`src/rtl/intr_arbiter.sv`:
```
// intr_arbiter: PDP-11 style BR-level interrupt arbiter.
// Collects level-sensitive device requests, picks the eligible device with the
// highest BR level (lowest index on ties), presents a single request and vector
// to the CPU, and returns a one-cycle one-hot acknowledge to the granted device.
// Optional build macro INTR_PREEMPT_EN: when defined, a strictly higher-level
// eligible request abandons a pending grant so the arbiter can re-arbitrate.
module intr_arbiter #(
  parameter int NDEV = 4
) (
  input  logic                clk,
  input  logic                reset,
  input  logic [NDEV-1:0]     dev_irq,
  input  logic [8*NDEV-1:0]   dev_vector,
  input  logic [3*NDEV-1:0]   dev_level,
  input  logic [2:0]          cpu_ipl,
  input  logic                cpu_int_ack,
  output logic                interrupt,
  output logic [7:0]          vector,
  output logic [2:0]          int_level,
  output logic [NDEV-1:0]     dev_ack
);

  localparam int IDXW = (NDEV > 1) ? $clog2(NDEV) : 1;

  typedef enum logic [1:0] {
    IDLE    = 2'd0,
    PENDING = 2'd1,
    ACKED   = 2'd2
  } state_t;

  state_t            state_q, state_d;
  logic [IDXW-1:0]   win_q, win_d;
  logic [7:0]        vec_q, vec_d;
  logic [2:0]        lvl_q, lvl_d;

  logic              any_eligible;
  logic [IDXW-1:0]   best_idx;
  logic [2:0]        best_level;
  logic [7:0]        best_vector;
  logic              win_irq;

  // Find the eligible device with the highest level; strict compare keeps the lowest index on ties
  always_comb begin
    any_eligible = 1'b0;
    best_idx     = '0;
    best_level   = 3'd0;
    best_vector  = 8'd0;
    for (int i = 0; i < NDEV; i++) begin
      if (dev_irq[i] && (dev_level[3*i +: 3] > cpu_ipl)) begin
        if (!any_eligible || (dev_level[3*i +: 3] > best_level)) begin
          any_eligible = 1'b1;
          best_idx     = IDXW'(i);
          best_level   = dev_level[3*i +: 3];
          best_vector  = {dev_vector[8*i+2 +: 6], 2'b00};
        end
      end
    end
  end

  // Request line of the currently latched winner, used to detect withdrawal
  always_comb begin
    win_irq = 1'b0;
    for (int i = 0; i < NDEV; i++) begin
      if (win_q == IDXW'(i)) win_irq = dev_irq[i];
    end
  end

  // Next-state and latch-update logic; vector and level only change when a new grant is taken
  always_comb begin
    state_d = state_q;
    win_d   = win_q;
    vec_d   = vec_q;
    lvl_d   = lvl_q;
    case (state_q)
      IDLE: begin
        if (any_eligible) begin
          state_d = PENDING;
          win_d   = best_idx;
          vec_d   = best_vector;
          lvl_d   = best_level;
        end
      end
      PENDING: begin
        if (cpu_int_ack) begin
          state_d = ACKED;
        end else if (!win_irq || (cpu_ipl >= lvl_q)) begin
          state_d = IDLE;
`ifdef INTR_PREEMPT_EN
        end else if (any_eligible && (best_level > lvl_q)) begin
          state_d = IDLE;
`endif
        end
      end
      ACKED: begin
        state_d = IDLE;
      end
      default: begin
        state_d = IDLE;
      end
    endcase
  end

  // State and latched-grant registers with synchronous reset
  always_ff @(posedge clk) begin
    if (reset) begin
      state_q <= IDLE;
      win_q   <= '0;
      vec_q   <= 8'd0;
      lvl_q   <= 3'd0;
    end else begin
      state_q <= state_d;
      win_q   <= win_d;
      vec_q   <= vec_d;
      lvl_q   <= lvl_d;
    end
  end

  // One-hot acknowledge to the granted device, only during the ACKED cycle
  always_comb begin
    dev_ack = '0;
    if (state_q == ACKED) begin
      for (int i = 0; i < NDEV; i++) begin
        if (win_q == IDXW'(i)) dev_ack[i] = 1'b1;
      end
    end
  end

  assign interrupt = (state_q == PENDING);
  assign vector    = vec_q;
  assign int_level = lvl_q;

endmodule

```
`config.mk`:
```
export PLATFORM = sky130hd
export DESIGN_NAME = intr_arbiter
export DESIGN_NICKNAME = d
export VERILOG_FILES = /design/src/rtl/intr_arbiter.sv
export SDC_FILE = /design/constraint.sdc
export NUM_CORES = 1
export LEC_CHECK = 0
export CORE_ASPECT_RATIO = 1.1
export CORE_MARGIN = 4
export CORE_UTILIZATION = 44
export DETAILED_ROUTE_END_ITERATION = 6
export HOLD_SLACK_MARGIN = 0.06
export PLACE_DENSITY_LB_ADDON = 0.25
export SYNTH_ARGS = -nofsm -noshare
export SYNTH_HDL_FRONTEND = slang
export SYNTH_SLANG_ARGS = --single-unit
```
`constraint.sdc`:
```
create_clock -name clk -period 11.4 [get_ports clk]
set_clock_uncertainty 0.1 [all_clocks]
set_input_delay 2.28 -clock clk [delete_from_list [all_inputs] [get_ports clk]]
set_output_delay 2.28 -clock clk [all_outputs]
set_load 0.05 [all_outputs]
```
==> results of run 1 <==
per-stage QoR:
stage / util, % / hold WS, ns / total power [mW]
detailed placement: 65.7 / 0.395 / 0.200
global placement: 65.7 / 0.393 / 0.199
floorplan: - / 0.424 / 0.155
CTS: 66.5 / 0.405 / 0.229
finish: 66.5 / 0.403 / 0.228
global route: 66.5 / 0.453 / 0.244
layer usage:
metal | wire length, um | up-vias
met1 | 1760 | 721
met5 | 0 | -
met4 | 40 | 0
li1 | - | 801
met3 | 166 | 5
met2 | 2010 | 36
cells in the final DEF (no fill, tap or decap), drive strengths merged, types with 4 or more instances in the layout:
cell,n
a31oi,4
ha,24
a21oi,4
o211ai,7
nor2b,4
inv,19
clkbuf,4
nand3,5
nor2,16
a211oi,5
o21a,4
o21ai,19
a22o,7
nand2,5
clkdlybuf4s50,59
or3,7
nor3,4
dfxtp,13
logic make-up (layout without fill, tap and decap cells):
family | count (synthesis) | in the layout | synth area share, %
simple gates | 48 | 48 | 16.4
flops | 13 | 13 | 17.9
fa+ha+maj | 24 | 24 | 20.7
mux | 1 | 1 | 1.55
other cells | 1 | 2 | 0.258
compound gates | 69 | 69 | 34.7
buf+inv | 28 | 82 | 8.53
flip-flops by register name (all words and copies together) (netlist names):
signal,cells
win_q,2
vector,6
state_q,2
int_level,3
how the worst max path moves through the flow:
stage | end | slack (ns) | startpoint | cells after the start
floorplan | win_q[0] | 4.38 | cpu_ipl[2] | 30
global placement | vector[6] | 2.96 | cpu_ipl[2] | 28
detailed placement | vector[6] | 2.87 | cpu_ipl[1] | 28
CTS | vector[6] | 3.14 | cpu_ipl[1] | 28
global route | vector[6] | 2.45 | cpu_ipl[1] | 28
finish | vector[6] | 3.16 | cpu_ipl[2] | 28
power by group through the flow:
stage               sequential, mW  clock (mW)  combinational [mW]
floorplan                   0.0858           0              0.0697
global placement            0.0633           0               0.135
detailed placement          0.0633           0               0.137
CTS                         0.0625      0.0286               0.137
global route                0.0639      0.0302               0.150
finish                      0.0625      0.0284               0.137
critical path: stages:
cell and delay [ns]:
clkdlybuf4s50_1 0.48, inv_1 0.11, ha_1 0.31, nand3_1 0.08, o211ai_1 0.10, nor2_1 0.23, nand2_1 0.10, ha_1 0.29
nor2b_1 0.13, o21a_1 0.15, o21ai_0 0.27, a21oi_2 0.21, a22oi_1 0.34, ha_1 0.30, nor2b_1 0.13, o21ai_0 0.15
a32oi_1 0.07, a21oi_1 0.51, nor2_1 0.29, a21oi_1 0.25, ha_1 0.17, inv_1 0.04, a21o_1 0.16, a21oi_1 0.14
a311o_1 0.19, o21a_1 0.39, o211ai_1 0.18, a311oi_1 0.27
cell type report:
cell class	instances	area, um^2
multi-input combinational	144	1070
tap	34	42.5
inverter	19	71.3
clock buffer	4	26.3
timing repair buffer	59	591
sequential	13	260
fill	274	1040
cells in the mapped netlist (4+ instances only):
cell type  number  area share, %
inv_1          19            4.9
nand3_1         5            1.7
dfxtp_1        13             18
o21ai_0        15            5.2
o211ai_1        7            3.6
a22o_1          7            4.2
nor2_1         16            4.1
o21a_1          4            2.1
nand2_1         5            1.3
nor2b_1         4            1.7
nor3_1          4            1.4
ha_1           24             21
a211oi_1        5            2.6
or3_1           7            3.0
a31oi_1         4            1.7
==> results by group, run 1 <==
Run status
  – Run status: complete, no violations

Pwr
  – P_sw: 0.101 mW
  – Max VDD drop: 0.0373 mV
  – Leak Pwr: 0.854 nW
  – Comb power frac: 60.1%
  – Part of the power in registers: 27.4%
  – Power density over cell area: 111 nW/um^2
  – Internal: 0.127 mW
  – Clock power frac: 12.4%
  – Switch share: 44.5%

Clock tree
  – Cts hold-fix bufs: 0
  – Number of H-tree levels: 1
  – Post-CTS Resized: 0
  – Clk buf depth: 2
  – Clock slew at reported path FFs: 0.07 ns
  – CTS tree: built
  – Clk_lat worst skew: 0.28 ns
  – Clock Tree Root: clkbuf_4
  – CTS Buf Count: 3
  – Clock sink count: 13
  – Setup Fix Bufs, Post-CTS: 0

Synthesis
  – YS warnings: 0
  – Main synth FF type: dfxtp_1
  – Post-Synthesis Cells: 184
  – Async SR Flop Fraction: 0%
  – Mapped Area: 1450 um^2
  – Post-synthesis sequential area ratio: 17.9%
  – Flops & latches, synth: 13
  – Synth cell types: 42
  – Syn avg cell area: 7.89 um^2
  – Post-synth EDFFs: 0

Floorplanning
  – Top Ports: 70
  – Die Ht: 68.2 um
  – Core region area: 3100 um^2
  – Die W: 62.8 um
  – Die area: 4280 um^2
  – Initial Util: 46.8%
  – Row cnt: 21

Placement
  – GP Congestion: 0.827
  – Port Buf Inserts: 59
  – Worst Setup Slack post-DPL: 2.87 ns
  – Placed cells: 269
  – Dpl hpwl: 3420 um
  – Dpl cell area: 2040 um^2

Global routing
  – GR Util met1: 22.4%
  – Vias in the first global route: 1426
  – Gr ovfl total: 0
  – Total Routing Usage GR: 19.1%
  – Met3 usage: 2.13%
  – Initial antenna violation count: 0
  – GRT busiest layer: met2
  – Largest net degree at the start of global routing: 17
  – M2 GR Usage: 36.4%
  – Global-route wire length before repair: 6540 um

Hold path
  – Worst Hold Class: flop to flop
  – Worst Hold Depth: 2
  – HP Start: vector[6]
  – Hold Path End: vector[6]

Setup path
  – Worst EP required: 11.49 ns
  – Reg2Reg Launch Point: state_q[0]
  – Worst R2R End: win_q[1]
  – Critical Path AT: 8.33 ns
  – R2r setup slk: 9.57 ns
  – Startpoint types: input pin
  – Crit Path Category: input pin to flop
  – Worst-path maximum fanout: 11
  – R2R depth: 4
  – Worst Setup End Kind: flop

Detailed routing
  – DR vias/cell: 5.73
  – Vias: 1563
  – Residual DRC: 0
  – Wire length per cell: 14.5 um
  – WL final: 3970 um
  – Starting DRC count in detailed routing: 84
  – Number of detailed-route iterations in the first pass: 4
  – ANT nets after route: 0

Finish
  – NumNets Final: 318
  – Ratio of cells with drive above 1 in the final layout: 4.18%
  – Area added between synthesis and finish: 42.1%
  – Final std cells w/o fill: 273
  – Final design area excluding fillers: 2060 um^2
  – Diode count: 0

Timing
  – Setup Viol. Count Final: 0
  – RSZ-0062 raised after global routing: no
  – Hold Vio Cnt, Final: 0
  – Slew headroom: 53.2%
  – Worst-Margin Slew: 0.702 ns
  – Final worst slack: 3.16 ns
  – Max Fclk: 121 MHz
  – Post-layout min period: 8.24 ns
  – Max-slew violation count: 0
  – Setup TNS: 0 ns
  – Fin crit share: 72.3%

Run
  – Max capacitance violation total: 0
Power figures use the tool's default switching activity.
==> inputs of run 2 (changes only) <==
--- a/config.mk
+++ b/config.mk
@@ -7,7 +7,7 @@
 export LEC_CHECK = 0
 export CORE_ASPECT_RATIO = 1.1
 export CORE_MARGIN = 4
-export CORE_UTILIZATION = 44
+export CORE_UTILIZATION = 41
 export DETAILED_ROUTE_END_ITERATION = 6
 export HOLD_SLACK_MARGIN = 0.06
 export PLACE_DENSITY_LB_ADDON = 0.25
==> constraint.sdc (replaced) <==
create_clock -name clk -period 7.8 [get_ports clk]
set_clock_uncertainty 0.1 [all_clocks]
set_input_delay 1.56 -clock clk [delete_from_list [all_inputs] [get_ports clk]]
set_output_delay 1.56 -clock clk [all_outputs]
set_load 0.05 [all_outputs]
==> run 2 against run 1 <==
Effect of this change: flip-flop and latch count stayed put; wire length is 4.4% higher; clock-buffer cell count unchanged; setup slack worse by 2.6 ns; die area grew 6.4%; via count rose by 0.70%; sequential share of layout area fell by 0.34 points; global-route usage decreased by 0.46 points; cell count increased by 7.0%; critical endpoint is now int_level[2]; largest power group unchanged; highest routed layer unchanged.
==> results by group, run 2 (same netlist as run 1, synthesis figures left out) <==
Global routing
  – Total Routing Usage GR: 18.7% (-0.46 points)
  – Global-route wire length before repair: 6890 um (+5.4%)
  – Gr ovfl total: 0 (unchanged)
  – Largest net degree at the start of global routing: 17 (unchanged)
  – Vias in the first global route: 1423 (-0.21%)
  – Initial antenna violation count: 0 (unchanged)

Setup path
  – Crit Path Category: input pin to flop
  – Worst-path maximum fanout: 10 (-1)
  – R2R depth: 4 (unchanged)
  – R2r setup slk: 6.02 ns (-3.55 ns)
  – Startpoint types: input pin
  – Worst R2R End: int_level[0]
  – Worst EP required: 7.87 ns (-3.62 ns)
  – Critical Path AT: 7.34 ns (-0.99 ns)
  – Worst Setup EP: int_level[2]
  – Reg2Reg Launch Point: state_q[0]
  – Crit path from: cpu_ipl[2]
  – Worst path max stage delay: 0.49 ns (-0.02 ns)
  – Worst Setup End Kind: flop
  – Slowest-stage cell, CP: clkdlybuf4s50_1
  – Crit path top cell by count: ha_1

Clock tree
  – Clock Tree Root: clkbuf_4
  – Clock sink count: 13 (unchanged)
  – Clk_lat worst skew: 0.27 ns (about the same)
  – Cts hold-fix bufs: 0 (unchanged)
  – CTS Buf Count: 3 (unchanged)
  – Number of H-tree levels: 1 (unchanged)
  – Clock slew at reported path FFs: 0.07 ns (about the same)
  – Clk buf depth: 2 (unchanged)
  – CTS tree: built

Placement
  – Port Buf Inserts: 59 (unchanged)
  – GP Congestion: 0.793 (-4.0%)
  – Placed cells: 288 (+7.1%)
  – Dpl hpwl: 3510 um (+2.8%)

Finish
  – Register Area: 260 um^2 (unchanged)
  – Area of the multi-input gates: 1070 um^2 (+0.12%)
  – Area added between synthesis and finish: 45.9%
  – Final std cells w/o fill: 292 (+7.0%)
  – Diode count: 0 (unchanged)
  – Commonest non-fill, non-tap cells in the layout: 59 x clkdlybuf4s50_1, 24 x ha_1, 19 x inv_1
  – Commonest non-fill, non-tap cell in the layout: clkdlybuf4s50_1
  – NumNets Final: 323 (+1.6%)
  – Ratio of cells with drive above 1 in the final layout: 6.15% (+2.0 points)
  – Number of flip-flops in the largest register: 6 (unchanged)
  – Fillers: 317 (+16%)

Detailed routing
  – Number of detailed-route iterations in the first pass: 4 (unchanged)
  – Vias: 1574 (+0.70%)
  – Residual DRC: 0 (unchanged)
  – ANT nets after route: 0 (unchanged)
  – Starting DRC count in detailed routing: 67 (-20%)
  – DR vias/cell: 5.39 (-5.8%)
  – WL final: 4150 um (+4.4%)
  – Wire length per cell: 14.2 um (-2.4%)

Hold path
  – Worst Hold Class: flop to flop

Timing
  – Post-layout min period: 7.27 ns
  – Fin crit share: 93.2%
  – Hold Vio Cnt, Final: 0 (unchanged)
  – Setup TNS: 0 ns (unchanged)
  – Max-slew violation count: 0 (unchanged)
  – Worst-Margin Slew: 0.722 ns (+0.0206 ns)
  – Slew headroom: 51.8% (-1.4 points)
  – RSZ-0062 raised after global routing: no
  – Setup Viol. Count Final: 0 (unchanged)
  – Max Fclk: 138 MHz

Pwr
  – Power density over cell area: 159 nW/um^2 (+44%)
  – Max VDD drop: 0.0567 mV (+52%)
  – Leak Pwr: 0.879 nW (+2.9%)

Run status
  – Run status: complete, no violations

Floorplanning
  – Die area: 4560 um^2 (+6.4%)
  – Initial Util: 42.9% (-3.9 points)
  – Row cnt: 22 (+4.8%)
  – Die Ht: 70.4 um (+3.2%)
  – Die W: 64.7 um (+3.1%)
  – Core region area: 3390 um^2 (+9.2%)
  – Top Ports: 70 (unchanged)

Run
  – Max capacitance violation total: 0 (unchanged)
## run 2: cell count changes in the layout (fill, tap and decap cells not counted)
cell,change
a2111oi_0,-1
a2111oi_1,+1
buf_4,+5
## run 2: what timing repair did
item,in CTS,in global routing
buffers inserted,0,0
endpoints found under the hold margin,0,0
resized for setup,0,1
endpoints found under the setup margin,0,1
## run 2: layout make-up
class	instances	area share (%)
inverter	19	3.37
sequential	13	12.3
multi-input combinational	144	50.6
clock buffer	4	1.24
timing repair buffer	64	29.7
tap	48	2.84
## run 2: how the worst min path moves through the flow
stage                         start         to  slack [ns]  cells after the start
after global placement    vector[5]  vector[5]        0.39                      2
after floorplan            win_q[0]   win_q[0]        0.42                      2
after detailed placement  vector[6]  vector[6]        0.39                      2
after global routing      vector[5]  vector[5]        0.45                      2
after CTS                 vector[6]  vector[6]        0.40                      2
final                     vector[6]  vector[6]        0.40                      2
## run 2: routing by layer
layer / vias up / track usage [%] / share of wire (%)
met5: - / 0 / 0
met4: 0 / 4.93 / 0.99
met3: 4 / 1.45 / 2.9
met2: 32 / 30.9 / 49
met1: 727 / 25.7 / 47
li1: 811 / - / -
## run 2: critical path, delay by kind of cell
kind                       cells  cell delay [ns]
AOI/OAI and AO/OA             15             2.83
adders and majority gates      4             1.08
buffers and inverters          5             1.03
and+or+nand+nor                6             0.85
## run 2: stage by stage
step                worst slack (ns)  util [%]  hold WS (ns)  cell area [um^2]  power, mW
floorplan                       1.50         -         0.424              1460      0.227
global placement               0.322      61.8         0.388              2090      0.295
detailed placement             0.272      61.8         0.392              2090      0.298
CTS                            0.553      62.5         0.403              2120      0.338
global route                  0.0155      62.6         0.453              2120      0.363
finish                         0.528      62.6         0.403              2120      0.337
## run 2: report_power, final
| part | switching, mW | internal [mW] | total (mW) |
|---|---|---|---|
| combinational | 0.116 | 0.0887 | 0.205 |
| sequential | 0.0111 | 0.0800 | 0.0911 |
| clock | 0.0204 | 0.0198 | 0.0402 |
==> inputs of run 3 (changes only) <==
--- a/config.mk
+++ b/config.mk
@@ -6,7 +6,6 @@
 export NUM_CORES = 1
 export LEC_CHECK = 0
 export CORE_ASPECT_RATIO = 1.1
-export CORE_MARGIN = 4
 export CORE_UTILIZATION = 41
 export DETAILED_ROUTE_END_ITERATION = 6
 export HOLD_SLACK_MARGIN = 0.06
==> run 3 against run 2 <==
Effect of this change: setup slack improved by 0.13 ns; global-route usage increased by 2.4 points; clock power about the same; total power decreased by 0.77%; utilization about the same; cell count decreased by 0.68%; critical path depth decreased by 2; first-iteration DRC count decreased by 36%; combinational power about the same; sequential power increased by 0.5%; largest power group unchanged.
==> results by group, run 3 (same netlist as run 1, synthesis figures left out) <==
Run status
  – Run status: complete, no violations

Global routing
  – Gr ovfl total: 0 (unchanged)
  – Total Routing Usage GR: 21.0% (+2.4 points)
  – Initial antenna violation count: 0 (unchanged)
  – Global-route wire length before repair: 6290 um (-8.8%)
  – Largest net degree at the start of global routing: 17 (unchanged)
  – Vias in the first global route: 1448 (+1.8%)

Finish
  – Fillers: 327 (+3.2%)
  – Final std cells w/o fill: 290 (-0.68%)
  – Number of flip-flops in the largest register: 6 (unchanged)
  – Ratio of cells with drive above 1 in the final layout: 5.37% (-0.78 points)
  – Area added between synthesis and finish: 44.8%
  – Diode count: 0 (unchanged)
  – Final design area excluding fillers: 2100 um^2 (-0.77%)
  – Commonest non-fill, non-tap cell in the layout: clkdlybuf4s50_1
  – Post-route core utilization: 62.6% (about the same)
  – NumNets Final: 321 (-0.62%)
  – Commonest non-fill, non-tap cells in the layout: 59 x clkdlybuf4s50_1, 24 x ha_1, 19 x inv_1

Setup path
  – Slowest-stage cell, CP: clkdlybuf4s50_1
  – Worst path max stage delay: 0.50 ns (about the same)
  – Critical Path AT: 7.20 ns (-0.14 ns)
  – Worst R2R End: int_level[0]
  – R2r setup slk: 5.93 ns (-0.09 ns)
  – Worst EP required: 7.86 ns (about the same)
  – R2R depth: 4 (unchanged)
  – Crit Path Category: input pin to flop
  – Reg2Reg Launch Point: state_q[0]
  – Crit path top cell by count: ha_1
  – Worst Setup End Kind: flop
  – Worst-path maximum fanout: 9 (-1)
  – Startpoint types: input pin

Detailed routing
  – WL final: 3720 um (-10%)
  – Vias: 1576 (+0.13%)
  – Wire length per cell: 12.8 um (-9.7%)
  – ANT nets after route: 0 (unchanged)
  – Starting DRC count in detailed routing: 43 (-36%)
  – DR vias/cell: 5.43 (+0.82%)
  – Met3 WL post-DR: 104 um (-14%)
  – DRT met1 WL: 1690 um (-13%)
  – Residual DRC: 0 (unchanged)
  – Routed length on met2: 1880 um (-7.7%)
  – Top Metal Used: met4
  – Number of detailed-route iterations in the first pass: 4 (unchanged)

Floorplanning
  – Top Ports: 70 (unchanged)
  – Core region area: 3360 um^2 (-0.81%)
  – Row cnt: 22 (unchanged)
  – Die Ht: 64.4 um (-8.5%)
  – Initial Util: 43.2% (+0.35 points)
  – Die area: 3780 um^2 (-17%)
  – Die W: 58.7 um (-9.3%)

Clock tree
  – Cts hold-fix bufs: 0 (unchanged)
  – CTS Buf Count: 3 (unchanged)
  – Clk_lat worst skew: 0.27 ns (about the same)
  – Clock slew at reported path FFs: 0.07 ns (about the same)
  – CTS tree: built
  – Clock Tree Root: clkbuf_4
  – Setup Fix Bufs, Post-CTS: 0 (unchanged)
  – Clk buf depth: 2 (unchanged)
  – Number of H-tree levels: 1 (unchanged)
  – Post-CTS Resized: 0 (unchanged)
  – Clock sink count: 13 (unchanged)

Run
  – Max capacitance violation total: 0 (unchanged)

Timing
  – Slew headroom: 50.5% (-1.3 points)
  – Hold Vio Cnt, Final: 0 (unchanged)
  – Setup Viol. Count Final: 0 (unchanged)
  – Post-layout min period: 7.14 ns (-0.132 ns)
  – Worst-Margin Slew: 0.742 ns (+0.0195 ns)
  – Setup TNS: 0 ns (unchanged)
  – Fin crit share: 91.5% (-1.7 points)
  – RSZ-0062 raised after global routing: no
  – Max-slew violation count: 0 (unchanged)
  – Max Fclk: 140 MHz (+1.8%)

Placement
  – Dpl hpwl: 3180 um (-9.5%)
  – Port Buf Inserts: 59 (unchanged)
  – Placed cells: 286 (-0.69%)
  – Dpl cell area: 2080 um^2 (-0.72%)
  – GP Congestion: 0.785 (-1.1%)

Pwr
  – Max VDD drop: 0.0576 mV (+1.6%)
  – Power density over cell area: 159 nW/um^2 (about the same)
  – Leak Pwr: 0.869 nW (-1.1%)
  – Pwr Total: 0.334 mW (-0.77%)

Hold path
  – Worst Hold Depth: 2 (unchanged)
  – HP Start: vector[6]
  – Hold Path End: vector[6]
  – Worst Hold Class: flop to flop
## run 3: changes by cell type in the layout (fill, tap and decap cells not counted)
cell | previous run | this run
a2111oi_0 | 0 | 1
a2111oi_1 | 1 | 0
buf_4 | 5 | 3
## run 3: where the power goes
group	total (mW)	switching, mW	leakage, nW	internal, mW
registers	0.0916	0.0115	0.108	0.0800
logic	0.202	0.115	0.747	0.0874
clock network	0.0401	0.0202	0.0150	0.0198
total	0.334	0.147	0.869	0.187
## run 3: layout make-up
cell class	count	area [um^2]	share of cell area [%]
Multi-Input combinational cell	144	1070	51.0
Inverter	19	71.3	3.39
Clock buffer	4	26.3	1.25
Sequential cell	13	260	12.4
Timing Repair Buffer	62	613	29.2
Tap cell	48	60.1	2.86
## run 3: worst max-delay path by stage
stage,startpoint,endpoint,slack (ns)
final,cpu_ipl[1],int_level[2],0.66
after global routing,cpu_ipl[2],int_level[2],0.10
after CTS,cpu_ipl[2],int_level[2],0.61
after detailed placement,cpu_ipl[2],int_level[2],0.34
after global placement,cpu_ipl[2],int_level[1],0.42
after floorplan,cpu_ipl[2],win_q[0],1.50
## run 3: routing by layer
layer,up-vias,GRT usage (%)
met5,-,0
met4,0,5.65
met3,6,1.42
met2,35,36.2
met1,726,27.7
li1,809,-
## run 3: critical path: cells and delay by family
kind | cells | cell delay, ns
AOI/OAI and AO/OA | 15 | 2.57
adders and majority gates | 4 | 1.22
buffers and inverters | 3 | 0.80
and+or+nand+nor | 6 | 1.07
## run 3: metrics by stage
step	setup WS, ns	hold WS, ns
after floorplan	1.50	0.424
after global placement	0.415	0.389
after detailed placement	0.340	0.392
after CTS	0.611	0.402
after global routing	0.105	0.441
final	0.659	0.397
